## config.mk

```make
export PLATFORM = sky130hd
export DESIGN_NAME = cx_req_arbiter
export DESIGN_NICKNAME = d
export VERILOG_FILES = /design/src/rtl/cx_arb_pkg.sv /design/src/rtl/cx_rr_picker.sv /design/src/rtl/cx_req_arbiter.sv
export SDC_FILE = /design/constraint.sdc
export NUM_CORES = 1
export LEC_CHECK = 0
export ABC_AREA = 1
export CORE_AREA = 2 2 125 127
export CTS_CLUSTER_SIZE = 25
export DETAILED_ROUTE_END_ITERATION = 10
export DIE_AREA = 0 0 127 129
export PLACE_DENSITY = 0.67
export SKIP_LAST_GASP = 1
export SYNTH_ARGS = -nofsm -noshare
export SYNTH_HDL_FRONTEND = slang
export SYNTH_HIERARCHICAL = 1
export SYNTH_SLANG_ARGS = --single-unit
```

## constraint.sdc

```tcl
create_clock -name clk -period 3.95 [get_ports clk]
set_clock_uncertainty 0.2 [all_clocks]
set_input_delay 0.5925 -clock clk [delete_from_list [all_inputs] [get_ports clk]]
set_output_delay 0.5925 -clock clk [all_outputs]
set_load 0.005 [all_outputs]
```

## src/rtl/cx_arb_pkg.sv

```systemverilog
// Shared types and constants for the CX requester arbiter.
// Holds the FSM state encoding, CX field widths, the timeout status code
// and the round-robin wrap helper used when advancing the pointer.
package cx_arb_pkg;

  typedef enum logic [1:0] {
    IDLE      = 2'd0,
    ISSUE     = 2'd1,
    WAIT_RESP = 2'd2,
    ERR       = 2'd3
  } cx_state_e;

  localparam int CX_ID_W   = 2;
  localparam int CX_DATA_W = 32;
  localparam int CX_STAT_W = 4;

  localparam logic [CX_STAT_W-1:0] CX_STATUS_TIMEOUT = 4'hF;

  // Successor of idx in 0..n-1. An explicit compare is used so that a
  // non-power-of-two requester count wraps correctly.
  function automatic int rr_wrap(input int idx, input int n);
    return (idx >= n - 1) ? 0 : idx + 1;
  endfunction

endpackage

```

## src/rtl/cx_rr_picker.sv

```systemverilog
// Round-robin picker: finds the first valid requester at or above rr_ptr,
// wrapping back to 0. Purely combinational.
module cx_rr_picker #(
  parameter int N_REQ = 2,
  parameter int IDX_W = 1
) (
  input  logic [N_REQ-1:0] req_valid,
  input  logic [IDX_W-1:0] rr_ptr,
  output logic             any,
  output logic [IDX_W-1:0] idx
);

  // Scan N_REQ slots starting at rr_ptr; the first valid one wins.
  always_comb begin : pick
    int c;
    c   = 0;
    any = 1'b0;
    idx = '0;
    for (int k = 0; k < N_REQ; k++) begin
      c = int'(rr_ptr) + k;
      if (c >= N_REQ) c = c - N_REQ;
      if (!any && req_valid[c]) begin
        any = 1'b1;
        idx = IDX_W'(c);
      end
    end
  end

endmodule

```

## src/rtl/cx_req_arbiter.sv

```systemverilog
// CX request arbiter: shares one CX switch port between N_REQ requesters.
// Round-robin grant, one transaction in flight; the grant is held from
// request acceptance until the response handshake completes.
// Optional feature macro CX_TIMEOUT_EN adds a response watchdog that
// answers the requester with CX_STATUS_TIMEOUT and drains a late response.
module cx_req_arbiter
  import cx_arb_pkg::*;
#(
  parameter int N_REQ       = 2,
  parameter int TIMEOUT_CYC = 256
) (
  input  logic                       clk,
  input  logic                       rst,
  input  logic [N_REQ-1:0]           req_valid,
  output logic [N_REQ-1:0]           req_ready,
  input  logic [CX_ID_W*N_REQ-1:0]   req_cxu_id,
  input  logic [CX_ID_W*N_REQ-1:0]   req_state_id,
  input  logic [CX_DATA_W*N_REQ-1:0] req_data0,
  input  logic [CX_DATA_W*N_REQ-1:0] req_data1,
  output logic [N_REQ-1:0]           resp_valid,
  input  logic [N_REQ-1:0]           resp_ready,
  output logic [CX_STAT_W*N_REQ-1:0] resp_status,
  output logic [CX_DATA_W*N_REQ-1:0] resp_data,
  output logic                       m_req_valid,
  input  logic                       m_req_ready,
  output logic [CX_ID_W-1:0]         m_cxu_id,
  output logic [CX_ID_W-1:0]         m_state_id,
  output logic [CX_DATA_W-1:0]       m_data0,
  output logic [CX_DATA_W-1:0]       m_data1,
  input  logic                       m_resp_valid,
  output logic                       m_resp_ready,
  input  logic [CX_STAT_W-1:0]       m_resp_status,
  input  logic [CX_DATA_W-1:0]       m_resp_data,
  output logic [$clog2(N_REQ)-1:0]   grant_id
);

  localparam int IDX_W = $clog2(N_REQ);

  if (N_REQ < 2 || N_REQ > 8 || TIMEOUT_CYC < 1) begin : g_bad_cfg
    $error("cx_req_arbiter: N_REQ must be 2..8 and TIMEOUT_CYC >= 1");
  end

  cx_state_e        state;
  logic [IDX_W-1:0] rr_ptr;
  logic [IDX_W-1:0] rr_nxt;
  logic             pick_any;
  logic [IDX_W-1:0] pick_idx;
  logic             accept;

  cx_rr_picker #(.N_REQ(N_REQ), .IDX_W(IDX_W)) u_picker (
    .req_valid (req_valid),
    .rr_ptr    (rr_ptr),
    .any       (pick_any),
    .idx       (pick_idx)
  );

  assign accept      = (state == IDLE) && pick_any;
  assign rr_nxt      = IDX_W'(rr_wrap(int'(grant_id), N_REQ));
  assign m_req_valid = (state == ISSUE);

`ifdef CX_TIMEOUT_EN
  logic [15:0] tmo_cnt;
  logic        tmo_hit;
  logic        stray_pend;

  assign tmo_hit = (state == WAIT_RESP) && !(m_resp_valid && m_resp_ready) &&
                   (tmo_cnt == 16'(TIMEOUT_CYC - 1));

  // Watchdog: cleared when the request is handed to the switch, counts while waiting.
  always_ff @(posedge clk) begin
    if (rst) begin
      tmo_cnt <= '0;
    end else if (state == ISSUE && m_req_ready) begin
      tmo_cnt <= '0;
    end else if (state == WAIT_RESP) begin
      tmo_cnt <= tmo_cnt + 16'd1;
    end
  end

  // A timed-out transaction may still be answered later; remember to swallow it.
  always_ff @(posedge clk) begin
    if (rst) begin
      stray_pend <= 1'b0;
    end else if (tmo_hit) begin
      stray_pend <= 1'b1;
    end else if (stray_pend && state != WAIT_RESP && m_resp_valid) begin
      stray_pend <= 1'b0;
    end
  end
`endif

  // Transaction FSM with round-robin pointer and grant tracking.
  always_ff @(posedge clk) begin
    if (rst) begin
      state    <= IDLE;
      rr_ptr   <= '0;
      grant_id <= '0;
    end else begin
      case (state)
        IDLE: begin
          if (accept) begin
            state    <= ISSUE;
            grant_id <= pick_idx;
          end
        end
        ISSUE: begin
          if (m_req_ready) state <= WAIT_RESP;
        end
        WAIT_RESP: begin
          if (m_resp_valid && m_resp_ready) begin
            state  <= IDLE;
            rr_ptr <= rr_nxt;
          end
`ifdef CX_TIMEOUT_EN
          else if (tmo_hit) begin
            state <= ERR;
          end
`endif
        end
`ifdef CX_TIMEOUT_EN
        ERR: begin
          if (resp_ready[grant_id]) begin
            state  <= IDLE;
            rr_ptr <= rr_nxt;
          end
        end
`endif
        default: state <= IDLE;
      endcase
    end
  end

  // Capture the granted requester's payload at acceptance so it can drop valid afterwards.
  always_ff @(posedge clk) begin
    if (rst) begin
      m_cxu_id   <= '0;
      m_state_id <= '0;
      m_data0    <= '0;
      m_data1    <= '0;
    end else if (accept) begin
      m_cxu_id   <= req_cxu_id[int'(pick_idx)*CX_ID_W +: CX_ID_W];
      m_state_id <= req_state_id[int'(pick_idx)*CX_ID_W +: CX_ID_W];
      m_data0    <= req_data0[int'(pick_idx)*CX_DATA_W +: CX_DATA_W];
      m_data1    <= req_data1[int'(pick_idx)*CX_DATA_W +: CX_DATA_W];
    end
  end

  // Upstream accept and response routing to the granted slot only.
  always_comb begin
    req_ready    = '0;
    resp_valid   = '0;
    resp_status  = '0;
    resp_data    = '0;
    m_resp_ready = 1'b0;
    if (accept) req_ready[pick_idx] = 1'b1;
    if (state == WAIT_RESP) begin
      resp_valid[grant_id] = m_resp_valid;
      m_resp_ready         = resp_ready[grant_id];
      resp_status[int'(grant_id)*CX_STAT_W +: CX_STAT_W] = m_resp_status;
      resp_data[int'(grant_id)*CX_DATA_W +: CX_DATA_W]   = m_resp_data;
    end
`ifdef CX_TIMEOUT_EN
    if (state == ERR) begin
      resp_valid[grant_id] = 1'b1;
      resp_status[int'(grant_id)*CX_STAT_W +: CX_STAT_W] = CX_STATUS_TIMEOUT;
    end
    if (stray_pend && state != WAIT_RESP) m_resp_ready = 1'b1;
`endif
  end

endmodule
```

**Yosys cells after proc, flatten, opt, wreduce, memory -nomap -nowiden**

Cells that the tools add are included.

- Bits in registers: 72
- Input bits: 180

- $add $sub $neg: 6
- Order comparisons: 9
- Eq/ne operators: 5
- Shift operators: 8
- Multiplexer cells: 28
- Bitwise operators: 3
- Reductions and logical operators: 10

Operator list:

| operator | count |
|---|---|
| indexed part select 64 x 7 -> 32 bit | 2 |
| bitwise AND 64 bit | 1 |
| < comparator 32 x 3 -> 1 bit (second input constant) | 2 |
| 2-to-1 mux 32 bit | 2 |
| 2-to-1 mux 64 bit | 1 |
| variable shift 32 x 33 -> 64 bit (first input constant) | 1 |
| indexed part select 32 x 33 -> 64 bit | 1 |
| negator 3 -> 33 bit | 1 |
| negator 6 -> 33 bit | 1 |
| variable shift 4 x 33 -> 8 bit (first input constant) | 1 |
| indexed part select 4 x 33 -> 8 bit | 1 |
| >= comparator 32 x 3 -> 1 bit (second input constant) | 1 |
| subtractor 32 x 3 -> 32 bit (second input constant) | 1 |
| 2-to-1 mux 1 bit | 16 |
| 2-to-1 mux 2 bit | 5 |
| bitwise AND 8 bit | 1 |
| 2-to-1 mux 8 bit | 1 |
| indexed part select 4 x 3 -> 2 bit | 2 |
| case mux 2 bit (3 select lines) | 1 |
| logical AND 1 bit | 5 |
| < comparator 1 x 2 -> 1 bit (second input constant) | 2 |
| != test 2 bit (second input constant) | 2 |
| AND reduction 2 bit | 2 |
| >= comparator 1 bit (second input constant) | 3 |
| other kinds (12) | 13 |

**Logic depth before layout (Yosys ltp)**

Gate-level depths: netlist (run 1).

- Word-level depth: 14
- Mapped depth: 10
- Depth with buffers taken out: 7

**Hierarchy**

Netlist (run 1), hierarchy kept.

By module, submodules not included:

| module | instances | cells each | area each (um2) | seq. area each (um2) |
|---|---|---|---|---|
| cx_req_arbiter | 1 | 667 | 3852.4 | 1441.4 |
| cx_rr_picker | 1 | 4 | 18.8 | 0.0 |

**Worst setup path before layout (run 1)**

Ideal clock, no wire load.

- Path kind: input to output
- From: input port req_valid[1]
- To: output port req_ready[1]
- Arrival time: 1309 ps
- Data required time: 3157 ps
- Setup slack: 1848 ps
- Stages: 4
- Buffers on the path: 1
- Cell sequence: or2_1 > nand2_2 > buf_1 > nor2_1

- Cells in the longest elaborated chain, start to end: 12
- Elaborated cells on any way between the ends: 19
- Those cells by class: order compare (2); mux (13); reduce/logical (4)

Ends and longest elaborated chain:

| item | RTL line | RTL |
|---|---|---|
| from (decl) | cx_req_arbiter.sv:14 | `input logic [N_REQ-1:0] req_valid,` |
| 2-to-1 mux 1 bit (not written as such) (3 in series) | cx_rr_picker.sv:22 | `if (!any && req_valid[c]) begin` |
| 2-to-1 mux 1 bit | cx_rr_picker.sv:22 |  |
| zero test 1 bit | cx_rr_picker.sv:22 |  |
| logical AND 1 bit | cx_rr_picker.sv:22 |  |
| 2-to-1 mux 1 bit | cx_rr_picker.sv:22 |  |
| < comparator 1 x 2 -> 1 bit (not written as such) or >= comparator 1 bit (tied branches) | cx_req_arbiter.sv:155 | `if (accept) req_ready[pick_idx] = 1'b1;` |
| logical AND 1 bit (not written as such) | cx_req_arbiter.sv:155 |  |
| 2-to-1 mux 1 bit (not written as such) | cx_req_arbiter.sv:155 |  |
| demux 1 bit (select 1 bit) | cx_req_arbiter.sv:155 |  |
| 2-to-1 mux 2 bit * | cx_req_arbiter.sv:155 |  |
| to (decl) | cx_req_arbiter.sv:15 | `output logic [N_REQ-1:0] req_ready,` |

Every way passes the cells marked *; elsewhere a longest branch is shown, timed or not. The select of a mux whose other input is x is not followed.

**Final worst setup path (run 1)**

- From: register state[1]
- To: output port resp_data[52]

- Cells in the longest elaborated chain, start to end: 2

Ends and longest elaborated chain:

| item | RTL line | RTL |
|---|---|---|
| from (decl) | cx_req_arbiter.sv:43 | `cx_state_e state;` |
| from (signal assigned) | cx_req_arbiter.sv:95 | `state <= IDLE;` |
| from (signal assigned) | cx_req_arbiter.sv:102 | `state <= ISSUE;` |
| from (signal assigned) | cx_req_arbiter.sv:107 | `if (m_req_ready) state <= WAIT_RESP;` |
| == test 2 bit | cx_req_arbiter.sv:156 | `if (state == WAIT_RESP) begin` |
| 2-to-1 mux 64 bit | cx_req_arbiter.sv:156 |  |
| to (decl) | cx_req_arbiter.sv:23 | `output logic [CX_DATA_W*N_REQ-1:0] resp_data,` |

Every way passes these cells.

==> results.py, run 1 <==
metrics = {
    "pwr": {
        "peakVddDrop_v": 0.000166,
        "p_per_area_nw_per_um2": 324,
        "p_leak_uw": 0.00334,
    },
    "layout": {
        "regArea_um2": 1440,
        "synthToLayoutAreaGrowth_pct": 94.7,
        "final_layout_size_suffix_gt1_share_pct": 2.97,
        "fin_nets": 1152,
        "stdcell_count": 1165,
        "diodes": 0,
        "multiInputGateArea_um2": 2020,
        "nFillCells": 1568,
    },
    "setup_path": {
        "crit_type": "reg2out",
        "crit_fanout": 37,
        "rr_worst_depth": 7,
        "critPathLaunchType": "flip-flop",
        "cp-end-kind": "output pin",
        "cp_data_required_time_ns": 3.16,
        "worstPathArrival_ns": 2.43,
    },
    "clock_tree": {
        "ctsResizeCount": 0,
        "cts_setup_buffers": 0,
        "cts.sinks": 72,
        "cts_tree": "built",
        "h-tree-depth": 3,
        "clockRootBuffer": "clkbuf_16",
        "postCtsHoldBufs": 0,
        "cts.clk_slew.worst_paths_ns": 0.06,
        "clk_path_buf_depth": 2,
        "cts_buffers": 9,
        "clk_latency_ns": 0.33,
    },
    "timing": {
        "fmax_mhz": 310,
        "relSlewSlack_pct": 39.3,
        "min_period_over_period_pct": 81.6,
        "finalSetupViolations": 0,
        "slew_viol_final": 0,
        "hold_violations": 0,
        "period_minus_slack_ns": 3.22,
        "fin_ws_ns": 0.728,
        "rsz0062_at_grt": "false",
        "tightest_slew_ns": 0.910,
        "setup_tns_ns": 0,
    },
    "global_routing": {
        "grt_pass1_vias": 4725,
        "antenna_found_initial": 0,
        "grt_pass1_wl_um": 25000,
        "gr-total-overflow": 0,
        "grt_use_total_pct": 19.6,
        "grt_max_degree": 69,
    },
    "synthesis": {
        "yosysSeqAreaShare_pct": 37.2,
        "synth_most_common_cell": "nand2_1",
        "syn_inst": 671,
        "synth_common_cells": "347 x nand2_1, 83 x nor2_1, 72 x a21oi_1, 72 x dfxtp_1, 46 x inv_1",
        "synth_top_area_share_pct": 37.2,
        "synth_top_family_by_area": "simple AND/OR/NAND/NOR gates",
        "avgSynthCellArea_um2": 5.77,
        "synth_adder_area_share_pct": 0,
        "synth-seq-cells": 72,
        "yosys-top-cells-area": "dfxtp_1 37%, nand2_1 34%, a21oi_1 9.3%",
        "syn_area_um2": 3870,
        "yosys-mux-area-fraction_pct": 0,
        "yosysWarnings": 6,
        "ys.flop_type": "dfxtp_1",
        "synth_cell_types": 15,
        "synth_edf_count": 0,
        "synthArstFlopShare_pct": 0,
        "synthSimpleGateAreaFrac_pct": 42.5,
        "synth_nets": 851,
        "synth-compound-area-share_pct": 9.50,
        "yosysTopAreaCell": "dfxtp_1",
        "synth-xor-area-share_pct": 0,
    },
    "die": {
        "core_area_um2": 15000,
        "dieArea_um2": 16400,
        "row_count": 45,
        "initial_core_util_pct": 25.8,
        "io_pins": 327,
        "die_y_um": 129,
        "die_x_um": 127,
    },
    "flow_run": {
        "maxCapViolCount": 0,
    },
    "placed_design": {
        "placed_cells": 1149,
        "gp_congestion": 0.813,
        "pre_cts_ws_ns": 0.971,
        "io_buffers": 326,
        "place_hpwl_um": 12400,
    },
    "routing": {
        "drtIter0Drc": 187,
        "drc": 0,
        "firstDrtPassIters": 4,
        "vias": 4999,
        "viasPerCell": 4.29,
        "finalWirelength_um": 16600,
        "wire_per_inst_um": 14.3,
        "antenna_left": 0,
    },
    "worst_hold_path": {
        "holdCritPathClass": "reg2reg",
        "worstHoldPathCells": 2,
    },
    "run_status": {
        "status": "completed",
    },
}
-- placed cells by master (no fill, tap or decap), drive strengths merged --
| cell | netlist | routed |
|---|---|---|
| or2 | 1 | 1 |
| nand2 | 350 | 350 |
| nand3 | 1 | 1 |
| buf | 31 | 8 |
| a211oi | 1 | 1 |
| clkbuf | 12 | 11 |
| clkinv | 0 | 2 |
| a21oi | 72 | 72 |
| bufinv | 0 | 3 |
| clkdlybuf4s50 | 0 | 325 |
| inv | 48 | 48 |
| dfxtp | 72 | 72 |
| nor2 | 83 | 83 |
-- registers in the layout (all words and copies together) (netlist names) --
signal and count:
m_cxu_id 2, m_data1 32, state 2, m_data0 32, rr_ptr 1, grant_id 1
m_state_id 2
-- worst paths after layout --
| check | from | end | slack, ns |
|---|---|---|---|
| setup reg to reg | state[0] | m_data0[25] | 1.87 |
| setup / recovery | state[1] | resp_data[52] | 0.73 |
| hold / removal | m_data0[16] | m_data0[16] | 0.26 |
| hold reg to reg | m_data0[16] | m_data0[16] | 0.26 |
-- per-stage QoR --
| stage | total power, uW | cell area [um^2] | hold WS, ns | util, % |
|---|---|---|---|---|
| 6_report | 2440 | 7540 | 0.261 | 50.3 |
| 5_1_grt | 2580 | 7540 | 0.280 | 50.3 |
| 4_1_cts | 2480 | 7540 | 0.264 | 50.3 |
| 3_5_place_dp | 1520 | 7190 | 0.254 | 48.0 |
| 3_3_place_gp | 1510 | 7190 | 0.250 | 48.0 |
| 2_1_floorplan | 1110 | 3870 | 0.261 | - |
-- power by group --
part,internal [uW],switching [uW],leakage (uW)
Combinational,373,291,0.00258
Sequential,794,34.3,0.000593
Clock,634,311,0.000170
Total,1800,637,0.00334
-- cell families (layout without fill, tap and decap cells) --
family,after synthesis,after routing
buffers and inverters,91,397
and+or+nand+nor,435,435
AOI/OAI and AO/OA,73,73
DFF,72,72
-- worst max-delay path, stage by stage (launching register included) --
cell and delay (ns):
dfxtp_1 0.33, inv_1 0.05, nor2_1 0.26, nand2_2 0.53, nor2_1 0.36, clkdlybuf4s50_1 0.55
-- cell type report --
class	instances	area share, %
tap	188	3.12
clock buffer	11	3.22
clock inverter	5	1.38
multi-input combinational	508	26.8
sequential	72	19.1
inverter	48	2.39
timing repair buffer	333	43.9
-- layer usage --
metal  wire (um)  share of wire (%)  track usage [%]  vias up
met5           0                  0                0        -
met4         314                1.9             6.33        0
met3        1510                9.1             6.61       22
met2        8200                 49             34.9      205
met1        6590                 40             22.2     2164
li1            -                  -                -     2608
Note: power is estimated with default switching activity, not from simulation.
==> run 2, diff against run 1 <==
--- a/config.mk
+++ b/config.mk
@@ -6,11 +6,11 @@
 export NUM_CORES = 1
 export LEC_CHECK = 0
 export ABC_AREA = 1
-export CORE_AREA = 2 2 125 127
+export CORE_AREA = 2 2 126 128
 export CTS_CLUSTER_SIZE = 25
 export DETAILED_ROUTE_END_ITERATION = 10
-export DIE_AREA = 0 0 127 129
-export PLACE_DENSITY = 0.67
+export DIE_AREA = 0 0 128 130
+export PLACE_DENSITY = 0.69
 export SKIP_LAST_GASP = 1
 export SYNTH_ARGS = -nofsm -noshare
 export SYNTH_HDL_FRONTEND = slang
==> constraint.sdc (replaced) <==
create_clock -name clk -period 2.6 [get_ports clk]
set_clock_uncertainty 0.2 [all_clocks]
set_input_delay 0.39 -clock clk [delete_from_list [all_inputs] [get_ports clk]]
set_output_delay 0.39 -clock clk [all_outputs]
set_load 0.005 [all_outputs]
==> results.py, run 2 (same netlist as run 1, synthesis figures left out) <==
metrics = {
    "die": {
        "initial_core_util_pct": 25.1,
        "row_count": 46,
        "dieArea_um2": 16600,
        "die_y_um": 130,
        "die_x_um": 128,
        "io_pins": 327,
        "core_area_um2": 15400,
    },
    "global_routing": {
        "grt_pass1_wl_um": 23400,
        "antenna_found_initial": 0,
        "gr-total-overflow": 0,
        "grt_pass1_vias": 4438,
        "grt_use_total_pct": 18.2,
        "grt_max_degree": 69,
    },
    "pwr": {
        "pwr-share-seq_pct": 36.1,
        "peakVddDrop_v": 0.000306,
        "p_switching_uw": 965,
        "combPwrFrac_pct": 29.4,
        "p_per_area_nw_per_um2": 459,
        "pwr-share-clk_pct": 34.5,
        "p_int_uw": 2530,
        "switching_share_pct": 27.6,
        "p_leak_uw": 0.00342,
    },
    "setup_path": {
        "slowest_delay_ns": 0.50,
        "crit_fanout": 9,
        "critPathMostFrequentCell": "buf_4",
        "worstPathArrival_ns": 1.90,
        "cp-end-kind": "output pin",
        "crit_type": "reg2out",
        "cp_data_required_time_ns": 2.01,
        "crit_chain": "inv_1, nor2_4, nand2_4, buf_4, buf_4, nor2_1, clkdlybuf4s50_1",
        "critPathLaunchType": "flip-flop",
        "cp_slowest_cell": "clkdlybuf4s50_1",
    },
    "placed_design": {
        "place_hpwl_um": 12400,
        "io_buffers": 326,
        "gp_congestion": 0.778,
        "pre_cts_ws_ns": 0.164,
        "placed_cells": 1162,
    },
    "layout": {
        "synthToLayoutAreaGrowth_pct": 96.4,
        "final_layout_size_suffix_gt1_share_pct": 3.96,
        "fin_nets": 1161,
        "diodes": 0,
        "reg_top3": "m_data0 (32), m_data1 (32)",
        "mostFrequentLayoutCells": "347 x nand2_1, 323 x clkdlybuf4s50_1, 82 x nor2_1",
        "stdcell_count": 1177,
        "final_common_cell": "nand2_1",
    },
    "timing": {
        "fin_ws_ns": 0.109,
        "period_minus_slack_ns": 2.49,
        "tightest_slew_ns": 0.730,
        "relSlewSlack_pct": 51.4,
        "hold_violations": 0,
        "finalSetupViolations": 0,
        "setup_tns_ns": 0,
        "slew_viol_final": 0,
        "fmax_mhz": 401,
        "min_period_over_period_pct": 95.8,
    },
    "clock_tree": {
        "cts.sinks": 72,
        "cts_setup_buffers": 0,
        "h-tree-depth": 3,
        "cts.clk_slew.worst_paths_ns": 0.06,
        "clockRootBuffer": "clkbuf_16",
        "clk_latency_ns": 0.33,
        "cts_tree": "built",
        "cts_buffers": 9,
        "clk_path_buf_depth": 2,
    },
    "routing": {
        "antenna_left": 0,
        "finalWirelength_um": 15900,
        "viasPerCell": 4.31,
        "firstDrtPassIters": 4,
        "drtIter0Drc": 205,
        "drc": 0,
        "wire_per_inst_um": 13.5,
        "vias": 5075,
    },
    "flow_run": {
        "maxCapViolCount": 0,
    },
    "run_status": {
        "status": "completed",
    },
    "worst_hold_path": {
        "holdCritPathClass": "in2reg",
    },
}
-- run 2: cell count changes in the layout (fill, tap and decap cells not counted), moves of 2 or more --
cell and delta:
buf_12 +3, buf_4 +6, bufinv_16 -2, clkdlybuf4s50_1 -2, clkinv_2 +2, dlymetal6s2s_1 +2
-- run 2: metrics by stage --
stage / power [uW] / util [%] / area (um^2) / hold slack (ns)
global route: 3710 / 49.3 / 7600 / 0.129
detailed placement: 2320 / 47.3 / 7300 / 0.254
finish: 3490 / 49.3 / 7600 / 0.137
floorplan: 1680 / - / 3870 / 0.261
global placement: 2310 / 47.3 / 7300 / 0.251
CTS: 3550 / 49.2 / 7590 / 0.131
-- run 2: power groups by stage --
stage / Combinational (uW) / Sequential [uW] / Clock (uW)
after global placement: 1040 / 1280 / 0
after floorplan: 392 / 1290 / 0
final: 1030 / 1260 / 1200
after global routing: 1130 / 1270 / 1310
after detailed placement: 1040 / 1280 / 0
after CTS: 1040 / 1260 / 1240
-- run 2: area by class of cell --
cell class / instances / area [um^2]
clock buffers: 9 / 225
clock inverters: 6 / 61.3
fillers: 1574 / 7820
inverters: 48 / 180
multi-input cells: 508 / 2040
flip-flops and latches: 72 / 1440
well taps: 192 / 240
repair buffers: 342 / 3420
-- run 2: routing by layer --
metal	vias up	global-route usage (%)	share of wire, %	routed length (um)
li1	2634	-	-	-
met4	0	6.59	2.3	370
met3	21	7.05	8.4	1340
met5	-	0	0	0
met2	197	32.5	50	7890
met1	2223	19.6	40	6280
-- run 2: repair_timing --
action / CTS / global route
setup endpoints to repair: 21 / 18
hold buffers: 0 / 0
resized for setup: 1 / 4
-- run 2: worst paths after layout --
path	start	to	slack (ns)	cells after the start
setup / recovery	state[1]	resp_data[34]	0.11	7
hold / removal	rst	m_data0[20]	0.14	2
setup reg to reg	rr_ptr	m_data1[23]	0.81	8
hold reg to reg	m_data1[24]	m_data1[24]	0.26	2
-- run 2: critical path: cells and delay by family (launching register included) --
kind	cells	cell delay, ns
buffers and inverters	4	0.91
and+or+nand+nor	3	0.34
DFF	1	0.32
==> run 3, diff against run 2 <==
--- a/config.mk
+++ b/config.mk
@@ -11,7 +11,6 @@
 export DETAILED_ROUTE_END_ITERATION = 10
 export DIE_AREA = 0 0 128 130
 export PLACE_DENSITY = 0.69
-export SKIP_LAST_GASP = 1
 export SYNTH_ARGS = -nofsm -noshare
 export SYNTH_HDL_FRONTEND = slang
 export SYNTH_HIERARCHICAL = 1
==> results of run 3 <==
Final layout, timing and power as in run 2 (identical DEF).
